[src/rtl/mul_controller.sv]
// Sequencer for a shift-free add-and-count multiplier datapath: loads A, loads/clears B and P, adds until B==0.
// Moore strobes are registered from the next-state decode; ldp/decb are a Mealy decode on eqz in ADD.
module mul_controller (
    input  logic        clk,
    input  logic        rst,
    input  logic        start,
    input  logic        ack,
    input  logic        abort,
    input  logic        eqz,
    output logic        lda,
    output logic        ldb,
    output logic        clrp,
    output logic        ldp,
    output logic        decb,
    output logic        bus_sel,
    output logic        busy,
    output logic        done,
    output logic [15:0] iter_cnt,
    output logic [2:0]  state
);

    typedef enum logic [2:0] {
        S_IDLE = 3'd0,
        S_LDA  = 3'd1,
        S_LDB  = 3'd2,
        S_ADD  = 3'd3,
        S_DONE = 3'd4
    } state_t;

    state_t      r_state;
    state_t      w_next;
    logic        r_lda;
    logic        r_ldb;
    logic        r_bus_sel;
    logic        r_busy;
    logic        r_done;
    logic [15:0] r_iter;
    logic        w_add_step;

    assign w_add_step = (r_state == S_ADD) && !eqz;

    // Abort wins over eqz in ADD so a cancelled run never reaches DONE.
    always_comb begin
        w_next = S_IDLE;
        case (r_state)
            S_IDLE:  w_next = start ? S_LDA : S_IDLE;
            S_LDA:   w_next = abort ? S_IDLE : S_LDB;
            S_LDB:   w_next = abort ? S_IDLE : S_ADD;
            S_ADD:   w_next = abort ? S_IDLE : (eqz ? S_DONE : S_ADD);
            S_DONE:  w_next = ack ? S_IDLE : S_DONE;
            default: w_next = S_IDLE;
        endcase
    end

    always_ff @(posedge clk) begin
        if (rst) begin
            r_state   <= S_IDLE;
            r_lda     <= 1'b0;
            r_ldb     <= 1'b0;
            r_bus_sel <= 1'b0;
            r_busy    <= 1'b0;
            r_done    <= 1'b0;
            r_iter    <= 16'd0;
        end else begin
            r_state   <= w_next;
            r_lda     <= (w_next == S_LDA);
            r_ldb     <= (w_next == S_LDB);
            r_bus_sel <= (w_next == S_LDB);
            r_busy    <= (w_next != S_IDLE);
            r_done    <= (w_next == S_DONE);
            // The add in an aborted ADD cycle still happens, so it is still counted.
            if (r_state == S_LDA)
                r_iter <= 16'd0;
            else if (w_add_step && (r_iter != 16'hFFFF))
                r_iter <= r_iter + 16'd1;
        end
    end

    assign lda      = r_lda;
    assign ldb      = r_ldb;
    assign clrp     = r_ldb;
    assign bus_sel  = r_bus_sel;
    assign busy     = r_busy;
    assign done     = r_done;
    assign ldp      = w_add_step;
    assign decb     = w_add_step;
    assign iter_cnt = r_iter;
    assign state    = r_state;

endmodule

[config.mk]
export PLATFORM = sky130hd
export DESIGN_NAME = mul_controller
export DESIGN_NICKNAME = d
export VERILOG_FILES = /design/src/rtl/mul_controller.sv
export SDC_FILE = /design/constraint.sdc
export NUM_CORES = 1
export LEC_CHECK = 0
export ABC_AREA = 1
export BUFFER_PORTS_ARGS = -buffer_cell sky130_fd_sc_hd__buf_2
export CORE_MARGIN = 8
export CORE_UTILIZATION = 52
export DETAILED_ROUTE_END_ITERATION = 16
export HOLD_SLACK_MARGIN = 0.15
export PLACE_DENSITY = 0.87
export SYNTH_ARGS = -nofsm -noshare
export SYNTH_HDL_FRONTEND = slang
export SYNTH_SLANG_ARGS = --single-unit
export TNS_END_PERCENT = 30
[constraint.sdc]
create_clock -name clk -period 1.65 [get_ports clk]
set_clock_uncertainty 0.05 [all_clocks]
set_input_delay 0.165 -clock clk [delete_from_list [all_inputs] [get_ports clk]]
set_output_delay 0.165 -clock clk [all_outputs]
set_load 0.005 [all_outputs]
==> results.json <==
{
  "drc": 0,
  "die_w_um": 65.6,
  "die_y_um": 65.6,
  "rows": 18,
  "cts_max_path_buffers": 2,
  "leakage_uw": 0.000685,
  "drt-total-wl_mm": 3.17,
  "core_area_um2": 2410,
  "status": "finished clean",
  "synth-edff-count": 0,
  "yosysTopAreaCellShare_pct": 35.9,
  "register_area_um2": 460,
  "endpoint_kind": "flip-flop",
  "ant_nets": 0,
  "cts-buffers-inserted": 3,
  "cellPowerDensity_nw_per_um2": 591,
  "vdd_drop_max_mv": 0.447,
  "crit_fanout": 12,
  "final_layout_size_suffix_gt1_share_pct": 25.1,
  "wl_per_cell_um": 12.3,
  "hold_path.class": "input port to flip-flop",
  "place_area_um2": 1430,
  "rsz0062_at_grt": "yes",
  "maxSlewHeadroom_pct": 83.1,
  "nFillCells": 222,
  "grt_max_degree": 25,
  "synth.avg_cell_area_um2": 6.71,
  "fmax_ghz": 0.665,
  "synthArstFlopShare_pct": 0,
  "postLayoutCellArea_um2": 1520,
  "via_count": 1300,
  "syn-instance-count": 191,
  "grt-ovfl-total": 0,
  "cts_tree": "built",
  "top_level_ports": 33,
  "grtUsageTotal_pct": 15.5,
  "syn_nets": 198,
  "portBuffers": 32,
  "synth_top_area_cell": "dfxtp_1",
  "yosysUniqueCellTypes": 21,
  "worstSetupPathType": "flip-flop to flip-flop",
  "ys_warn_count": 0,
  "area_delta_synth_final_pct": 18.8,
  "final_hold_viol_count": 0,
  "slew_viol_final": 0,
  "clock_latency_ns": 0.31,
  "antenna_found_initial": 0,
  "ys_top_cells_by_area": "dfxtp_1 (36%), nand2_1 (12%), nor2_1 (11%), nand3_1 (8.2%), nor2_4 (5.3%)",
  "diodes": 0,
  "initial_core_util_pct": 53.2,
  "final_nets": 235,
  "clkTransAtPathRegs_ns": 0.11,
  "yosysMostFrequentCell": "nand2_1",
  "ys_ff_latch": 23,
  "synth_ff_type": "dfxtp_1",
  "drv_cap": 0,
  "yosys-top-cells-count": "nand2_1 (42), nor2_1 (39), dfxtp_1 (23)",
  "cp.required_ns": 1.82,
  "synth.cell_area_um2": 1280,
  "drtIter0Drc": 63,
  "arrival_ns": 1.67,
  "period_needed_ns": 1.50,
  "dieArea_um2": 4310,
  "worstMarginPinSlew_ns": 0.253,
  "viasPerCell": 5.06,
  "setup_tns_ns": 0,
  "holdWs_ns": 0.305,
  "first_pass_iters": 4,
  "finalSetupViolations": 0,
  "dp_hpwl_mm": 2.18,
  "grt_pass1_wl_mm": 5.37,
  "multi_input_area_um2": 707,
  "post_cts_buffers": 0,
  "ctsRootBufferMaster": "clkbuf_4",
  "period_share_pct": 91.2,
  "htreeDepth": 1,
  "grt_pass1_vias": 1168,
  "postLayoutCoreUtil_pct": 63.1,
  "gp_congestion": 0.859,
  "startpoint_type": "flip-flop",
  "synth-seq-area-share_pct": 35.9,
  "clock-sinks": 23
}
==> where the power goes <==
group / internal, µW / total, µW / switching (µW)
logic: 31.9 / 78.5 / 46.6
clock network: 94.5 / 252 / 158
registers: 563 / 569 / 5.80
total: 689 / 899 / 210
==> what timing repair did <==
item	CTS	global route
endpoints found under the setup margin	0	13
hold buffers	4	0
endpoints found under the hold margin	7	0
resized for setup	0	1
==> stage by stage <==
step           setup slack, ns  power [µW]  cells
6_report                 0.145         899    257
5_1_grt                -0.0132         942    257
4_1_cts                 0.0826         903    256
3_5_place_dp            0.0873         648    248
3_3_place_gp             0.149         648    248
2_1_floorplan            0.249         628    191
==> sequential cells by signal (all words and copies together) (netlist names) <==
signal and count:
iter_cnt 16, state 3, bus_sel 1, busy 1, done 1, lda 1
==> critical path: stages, from the launching register on <==
cell	delay, ns
dfxtp_1	0.41
ha_1	0.19
nand3_1	0.11
inv_2	0.16
nand4_4	0.22
a21oi_1	0.21
nor2_1	0.06
==> layout by cell type, fill, tap and decap left out, types with 3 or more instances in the layout <==
master / synthesis / layout
dfxtp_1: 23 / 23
nand4_1: 3 / 3
nand3_1: 21 / 21
nor2_4: 6 / 6
nor2_1: 39 / 39
a21oi_1: 13 / 13
clkbuf_4: 0 / 3
inv_1: 17 / 17
dlygate4sd3_1: 0 / 4
nand2_1: 42 / 42
inv_2: 5 / 5
buf_2: 0 / 32
nand2_2: 4 / 4
==> path summary, 6_finish.rpt <==
path | from | depth (start not counted) | endpoint | slack (ns)
max | iter_cnt[0]$_SDFFE_PP0P_ | 6 | iter_cnt[11]$_SDFFE_PP0P_ | 0.15
min reg2reg | iter_cnt[1]$_SDFFE_PP0P_ | 2 | iter_cnt[1]$_SDFFE_PP0P_ | 0.49
min | eqz | 5 | done$_SDFF_PP0_ | 0.31
max reg2reg | iter_cnt[0]$_SDFFE_PP0P_ | 6 | iter_cnt[11]$_SDFFE_PP0P_ | 0.15
==> layer usage <==
| metal | GRT usage [%] | vias to the layer above | wire length (µm) | share of wire (%) |
|---|---|---|---|---|
| met4 | 8.99 | 0 | 79 | 2.5 |
| met1 | 18.8 | 568 | 1430 | 45 |
| li1 | - | 682 | - | - |
| met5 | 0 | - | 0 | 0 |
| met3 | 1.87 | 9 | 123 | 3.9 |
| met2 | 25.6 | 41 | 1530 | 48 |
==> cell families (layout without fill, tap and decap cells) <==
group / count (synthesis) / count (layout) / synth area share [%]
compound gates: 16 / 16 / 6.35
fa+ha+maj: 1 / 1 / 0.976
buf+inv: 28 / 63 / 10.5
flops: 23 / 23 / 35.9
simple gates: 123 / 124 / 46.2
==> final cells by class <==
type	instances	share of cell area, %
multi-input combinational	141	46.5
sequential	23	30.3
tap	30	2.47
timing repair buffer	37	13.7
clock buffer	4	1.73
inverter	22	5.43
(Power assumes the default switching activity.)
